[config.mk]
export PLATFORM = sky130hd
export DESIGN_NAME = bin_to_bcd_seq
export DESIGN_NICKNAME = d
export VERILOG_FILES = /design/src/rtl/dino_pkg.sv /design/src/rtl/bcd_add3.sv /design/src/rtl/bin_to_bcd_seq.sv
export SDC_FILE = /design/constraint.sdc
export NUM_CORES = 1
export LEC_CHECK = 0
export BUFFER_PORTS_ARGS = -buffer_cell sky130_fd_sc_hd__buf_2
export CAP_MARGIN = 10
export CORE_MARGIN = 2
export CORE_UTILIZATION = 25
export CTS_CLUSTER_DIAMETER = 120
export DETAILED_ROUTE_END_ITERATION = 7
export GPL_TIMING_DRIVEN = 1
export MAX_ROUTING_LAYER = met4
export PLACE_DENSITY = 0.45
export SLEW_MARGIN = 10
export SYNTH_ARGS = -nofsm -noshare
export SYNTH_HDL_FRONTEND = slang
export SYNTH_HIERARCHICAL = 1
export SYNTH_SLANG_ARGS = --single-unit
[constraint.sdc]
create_clock -name clk -period 1.7 [get_ports clk]
set_input_delay 0.255 -clock clk [delete_from_list [all_inputs] [get_ports clk]]
set_output_delay 0.255 -clock clk [all_outputs]
set_load 0.02 [all_outputs]
[src/rtl/dino_pkg.sv]
// Shared constants for the score path: BCD nibble geometry, double-dabble
// correction constants and the converter state encoding.
package dino_pkg;

    localparam int        BCD_DIGIT_W     = 4;
    localparam logic [3:0] BCD_ADD3_THRESH = 4'd5;
    localparam logic [3:0] BCD_ADD3        = 4'd3;

    typedef logic [1:0] state_t;

    localparam state_t IDLE  = 2'd0;
    localparam state_t SHIFT = 2'd1;
    localparam state_t DONE  = 2'd2;

    // Largest value representable in n decimal digits, plus one.
    function automatic int unsigned pow10(input int unsigned n);
        int unsigned acc;
        acc = 1;
        for (int unsigned i = 0; i < n; i++) begin
            acc = acc * 10;
        end
        return acc;
    endfunction

endpackage

[src/rtl/bcd_add3.sv]
// Double-dabble nibble correction: a digit of 5 or more gets +3 so the
// following left shift carries correctly into the next decimal digit.
module bcd_add3
    import dino_pkg::*;
(
    input  logic [BCD_DIGIT_W-1:0] nibble,
    output logic [BCD_DIGIT_W-1:0] corrected
);

    // The nibble is never above 9 here, so the 4-bit sum cannot wrap.
    assign corrected = (nibble >= BCD_ADD3_THRESH) ? nibble + BCD_ADD3 : nibble;

endmodule

[src/rtl/bin_to_bcd_seq.sv]
// Sequential shift-and-add-3 binary-to-BCD converter for the score display.
// Optional feature: define LEADING_ZERO_BLANK_EN to drive a leading-zero blank mask.
module bin_to_bcd_seq
    import dino_pkg::*;
#(
    parameter int BIN_W  = 14,
    parameter int DIGITS = 4
) (
    input  logic                        clk,
    input  logic                        resetn,
    input  logic                        start,
    input  logic [BIN_W-1:0]            bin_in,
    output logic                        busy,
    output logic                        done,
    output logic [BCD_DIGIT_W*DIGITS-1:0] bcd_out,
    output logic                        overflow,
    output logic [DIGITS-1:0]           digit_blank
);

    localparam int          SCR_W   = BCD_DIGIT_W * DIGITS;
    localparam int          CNT_W   = $clog2(BIN_W + 1);
    localparam int unsigned MAX_VAL = pow10(DIGITS) - 1;

    state_t             state_reg;
    logic [BIN_W-1:0]   shift_reg;
    logic [BIN_W-1:0]   bin_reg;
    logic [SCR_W-1:0]   scratch_reg;
    logic [CNT_W-1:0]   cnt_reg;
    logic [SCR_W-1:0]   bcd_reg;
    logic               ovf_reg;
    logic               done_reg;

    logic [SCR_W-1:0]   scratch_corr;
    logic               ovf_next;

    genvar gi;
    generate
        for (gi = 0; gi < DIGITS; gi++) begin : g_add3
            bcd_add3 u_add3 (
                .nibble    (scratch_reg[gi*BCD_DIGIT_W +: BCD_DIGIT_W]),
                .corrected (scratch_corr[gi*BCD_DIGIT_W +: BCD_DIGIT_W])
            );
        end
    endgenerate

    // Judged on the latched input; values past the display range saturate.
    assign ovf_next = (32'(bin_reg) > MAX_VAL);

    always_ff @(posedge clk or negedge resetn) begin
        if (!resetn) begin
            state_reg   <= IDLE;
            shift_reg   <= '0;
            bin_reg     <= '0;
            scratch_reg <= '0;
            cnt_reg     <= '0;
            bcd_reg     <= '0;
            ovf_reg     <= 1'b0;
            done_reg    <= 1'b0;
        end else begin
            done_reg <= 1'b0;
            case (state_reg)
                IDLE: begin
                    if (start) begin
                        bin_reg     <= bin_in;
                        shift_reg   <= bin_in;
                        scratch_reg <= '0;
                        cnt_reg     <= CNT_W'(BIN_W);
                        state_reg   <= SHIFT;
                    end
                end
                SHIFT: begin
                    {scratch_reg, shift_reg} <= {scratch_corr, shift_reg} << 1;
                    cnt_reg <= cnt_reg - CNT_W'(1);
                    if (cnt_reg == CNT_W'(1)) begin
                        state_reg <= DONE;
                    end
                end
                DONE: begin
                    state_reg <= IDLE;
                    done_reg  <= 1'b1;
                    ovf_reg   <= ovf_next;
                    bcd_reg   <= ovf_next ? {DIGITS{4'h9}} : scratch_reg;
                end
                default: state_reg <= IDLE;
            endcase
        end
    end

    assign busy     = (state_reg != IDLE);
    assign done     = done_reg;
    assign bcd_out  = bcd_reg;
    assign overflow = ovf_reg;

`ifdef LEADING_ZERO_BLANK_EN
    logic [DIGITS-1:0] blank_next;
    logic [DIGITS-1:0] blank_reg;

    // Digit i blanks only when it and every digit above it are zero.
    assign blank_next[0] = 1'b0;
    generate
        for (gi = 1; gi < DIGITS; gi++) begin : g_blank
            assign blank_next[gi] = ~ovf_next &&
                (scratch_reg[SCR_W-1:gi*BCD_DIGIT_W] == '0);
        end
    endgenerate

    always_ff @(posedge clk or negedge resetn) begin
        if (!resetn) begin
            blank_reg <= '0;
        end else if (state_reg == DONE) begin
            blank_reg <= blank_next;
        end
    end

    assign digit_blank = blank_reg;
`else
    assign digit_blank = '0;
`endif

endmodule

==> Yosys cells after proc, flatten, opt, wreduce, memory -nomap -nowiden <==
Cells that the tools add are included.
{ "word_totals": {"reg_bits": 68} }
{ "classes": {"n_reduce_logical": 6, "order_cmp": 5, "n_mux": 15, "addsub": 5, "n_eq_ne": 5} }
{ "op_table": {"columns": ["operator", "count"], "rows": [
  ["2-to-1 mux 16 bit", 2],
  ["case mux 16 bit (2 select lines)", 1],
  ["case mux 14 bit (2 select lines)", 1],
  [">= comparator 4 x 3 -> 1 bit, second input constant", 4],
  ["2-to-1 mux 4 bit", 4],
  ["> comparator 14 bit, second input constant", 1],
  ["2-to-1 mux 14 bit", 1],
  ["adder 4 x 2 -> 4 bit, second input constant", 3],
  ["case mux 4 bit (2 select lines)", 1],
  ["AND reduction 2 bit", 3],
  ["equality test 4 x 1 -> 1 bit, second input constant", 1],
  ["2-to-1 mux 2 bit", 2],
  ["!= test 2 bit, second input constant", 2],
  ["case mux 2 bit (2 select lines)", 1],
  ["nonzero test 2 bit", 2],
  ["subtractor 4 x 1 -> 4 bit, second input constant", 1],
  ["adder 3 x 2 -> 3 bit, second input constant", 1],
  ["2-to-1 mux 3 bit", 1],
  ["equality test 2 x 1 -> 1 bit, second input constant", 1],
  ["equality test 2 bit, second input constant", 1],
  ["zero test 2 bit", 1],
  ["2-to-1 mux 1 bit", 1]
]} }

==> Longest topological paths before layout <==
{ "depth": {"ltp_word": 3, "mapped_depth": 7, "ltp_nobuf": 7} }

==> Hierarchy <==
Netlist, hierarchy kept.
{ "by_module_without_submodules": {"columns": ["mod", "seq_area_each_um2", "cells_per_inst", "n_inst", "area_per_inst_um2"], "rows": [
  ["bin_to_bcd_seq", 1601.5, 258, 1, 2727.6],
  ["bcd_add3", 0.0, 16, 4, 101.3]
]} }

==> Worst setup path before layout <==
Ideal clock, no wire load.
{ "synth_timing": {"path_kind": "reg-to-reg", "from": "register state_reg[1]", "to": "register bin_reg[10]", "stages_incl_launch_ff": 5, "required_ps": 1572, "setup_ps": 128, "period_less_slack_ps": 1381, "arrival_time_ps": 1253, "n_path_buf": 2, "slack_ps": 319, "cell_sequence": "dfrtp_1 > nor3b_2 > buf_4 > buf_4 > mux2_1"} }
{ "synth_between": {"elab_chain_len": 2} }
{ "synth_lines": {"columns": ["element", "line", "rtl"], "rows": [
  ["start, declared", "bin_to_bcd_seq.sv:24", "state_t state_reg;"],
  ["start signal, assigned", "bin_to_bcd_seq.sv:51", "state_reg <= IDLE;"],
  ["start signal, assigned", "bin_to_bcd_seq.sv:68", "state_reg <= SHIFT;"],
  ["start signal, assigned", "bin_to_bcd_seq.sv:75", "state_reg <= DONE;"],
  ["zero test 2 bit", "bin_to_bcd_seq.sv:61", "case (state_reg)"],
  ["AND reduction 2 bit (no line)", null, null],
  ["end signal, assigned", "bin_to_bcd_seq.sv:64", "bin_reg <= bin_in;"],
  ["end, declared", "bin_to_bcd_seq.sv:26", "logic [BIN_W-1:0] bin_reg;"]
]} }
No other way between the ends.
A chain may end at the register's enable or synchronous reset.

==> Worst setup path in the final report <==
{ "layout_timing": {"from": "register bin_reg[6]", "to": "register bcd_reg[13] (netlist: bcd_out[13])"} }
{ "layout_between": {"elab_chain_len": 2} }
{ "layout_lines": {"columns": ["element", "line", "rtl"], "rows": [
  ["> comparator 14 bit", "bin_to_bcd_seq.sv:47", "assign ovf_next = (32'(bin_reg) > MAX_VAL);"],
  ["2-to-1 mux 16 bit", "bin_to_bcd_seq.sv:82", "bcd_reg <= ovf_next ? {DIGITS{4'h9}} : scratch_reg;"],
  ["end signal, assigned", "bin_to_bcd_seq.sv:82", null],
  ["end, declared", "bin_to_bcd_seq.sv:29", "logic [SCR_W-1:0] bcd_reg;"]
]} }
No other way between the ends.

==> out/summary.txt <==
Setup TNS after final layout -> 0 ps
Max Used Layer -> met4
Cells along the critical path -> nor4_1, o211a_1, a221o_1
Slowest-stage cell, CP -> o211a_1
Global placer's final weighted congestion -> 0.755
First-pass detailed-route iteration total -> 4
Drt drc -> 0
Post-CTS Setup Repair Bufs -> 0
Dpl cell area -> 3500 um^2
# IOs -> 40
Post_cts resized -> 0
DR WL met2 -> 3.00 mm
FF-to-FF End -> bcd_out[13]
GRT Overall Usage -> 11.9%
Status -> finished, final reports clean
Vias in the first global route -> 2291
Type of the most critical hold path -> input port to flip-flop
Final Critical Period -> 1560 ps
ANT nets after route -> 0
Fin crit share -> 91.5%
RSZ-0062 raised after global routing -> no
Post-Syn Area -> 3110 um^2
Worst r2r src -> bin_reg[6]
Worst setup SP type -> flip-flop
Fraction of layout cells with a size suffix above 1 -> 19.9%
CP peak stage delay -> 500 ps
Slew @ Worst Pin -> 664 ps
Routed len/inst -> 13.5 um
Hold Crit Endpoint -> shift_reg[0]
Data required time at the worst endpoint -> 1960 ps
Vias -> 2341
Pleak -> 0.00183 uW
First-pass GRT wire length -> 11.9 mm
Synth Instances -> 318
Std-Cell Rows -> 40
Fin. max-slew vios -> 0
Final setup violation count -> 0
Area Growth Syn to Fin -> 23.4%
Nets -> 383
H-tree Lvls -> 3
Final hold vios -> 0
Antenna violations before repair -> 0
Clock-pin slew on the worst setup and hold paths -> 60 ps
CTS Sinks -> 64
Die X -> 116 um
WHS Path Cells -> 2
Syn avg cell area -> 9.79 um^2
Critical Path Sink Type -> flip-flop
Max Cap Violations -> 0
DP HPWL -> 4.51 mm
Largest net degree at the start of global routing -> 65
Worst-Skew Late Latency -> 330 ps
Crit Path Class -> flip-flop to flip-flop
VDD IR max -> 571 uV
Met1 wire length -> 3.66 mm
Hold path start -> bin_in[0]
Fmax -> 0.643 GHz
Syn. warnings -> 6
Worst Path Max Fanout -> 9
Layout fillers -> 1277
Port Buf Inserts -> 35
Final clock skew -> 7.14 ps
Met3 wire len -> 380 um
PwrDens -> 1930 nW/um^2
CTS Buffer Depth -> 2
DIE AREA -> 13400 um^2
Core area -> 12100 um^2
Die height -> 116 um
Post-Route WL -> 7.12 mm
Root buf cell -> clkbuf_16
Starting Density -> 25.8%
Fin area -> 3840 um^2
Via/cell ratio -> 4.43
Total grt overflow -> 0
Headroom to the max-slew limit -> 55.7%
Starting DRT DRC Count -> 176
CTS Buf Count -> 9
FF-to-FF setup slack -> 140 ps
Number of antenna diodes -> 0
R2r worst-path depth -> 3
CTS tree -> done
Crit path DAT -> 1820 ps
-- where the power goes --
part           internal [uW]  leakage, uW  total [uW]  switching (uW)
logic                   1160     0.000855        2580            1420
clock network           1400     0.000163        2060             652
registers               2190     0.000816        2800             613
total                   4750      0.00183        7430            2680
-- cell type report --
class,instances,area (um^2),share of cell area (%)
Timing Repair Buffer,47,293,7.62
Sequential cell,64,1600,41.7
Multi-Input combinational cell,223,1360,35.5
Tap cell,168,210,5.47
Clock buffer,14,274,7.13
Inverter,11,41.3,1.07
Clock inverter,2,60.1,1.56
-- cells in the final DEF (no fill, tap or decap), drive strengths merged, types with 9 or more instances in the layout --
cell type and count:
dfrtp 64, o21ai 33, mux2 10, nand2 83, a22oi 13, ha 10, nor2 9, clkbuf 14
nor3b 9, inv 11, buf 46
-- routing by layer --
layer / up-vias / GRT usage (%)
met5: - / -
met4: 0 / 3.86
met3: 9 / 3.71
met2: 51 / 16.5
met1: 1121 / 16.4
li1: 1160 / -
-- worst max-delay path, delay by kind of cell, from the launching register on --
family	cells	cell delay, ps
flops	1	370
compound gates	2	720
simple gates	1	390
-- timing repair --
item                       CTS  global route
hold endpoints to repair    64             0
hold buffers                 1             0
setup endpoints to repair    0             0
-- how the worst max path moves through the flow --
stage / startpoint / endpoint / depth (start not counted)
2_1_floorplan: state_reg[1] / bin_reg[10] / 4
3_3_place_gp: state_reg[0] / bcd_out[1] / 4
3_5_place_dp: bin_reg[6] / bcd_out[13] / 3
4_1_cts: bin_reg[6] / bcd_out[13] / 3
5_1_grt: bin_reg[6] / bcd_out[6] / 3
6_report: bin_reg[6] / bcd_out[13] / 3
-- per-stage QoR --
step / utilization, % / power, uW / cells / hold WS, ps / worst slack (ps)
detailed placement: 29.0 / 5450 / 512 / 303 / 180
floorplan: - / 4620 / 321 / -40.6 / 319
global placement: 29.0 / 5380 / 512 / 308 / 174
CTS: 31.9 / 7540 / 529 / 136 / 161
global route: 31.9 / 8050 / 529 / 142 / 46.7
finish: 31.9 / 7430 / 529 / 146 / 145
Power figures use the tool's default switching activity.
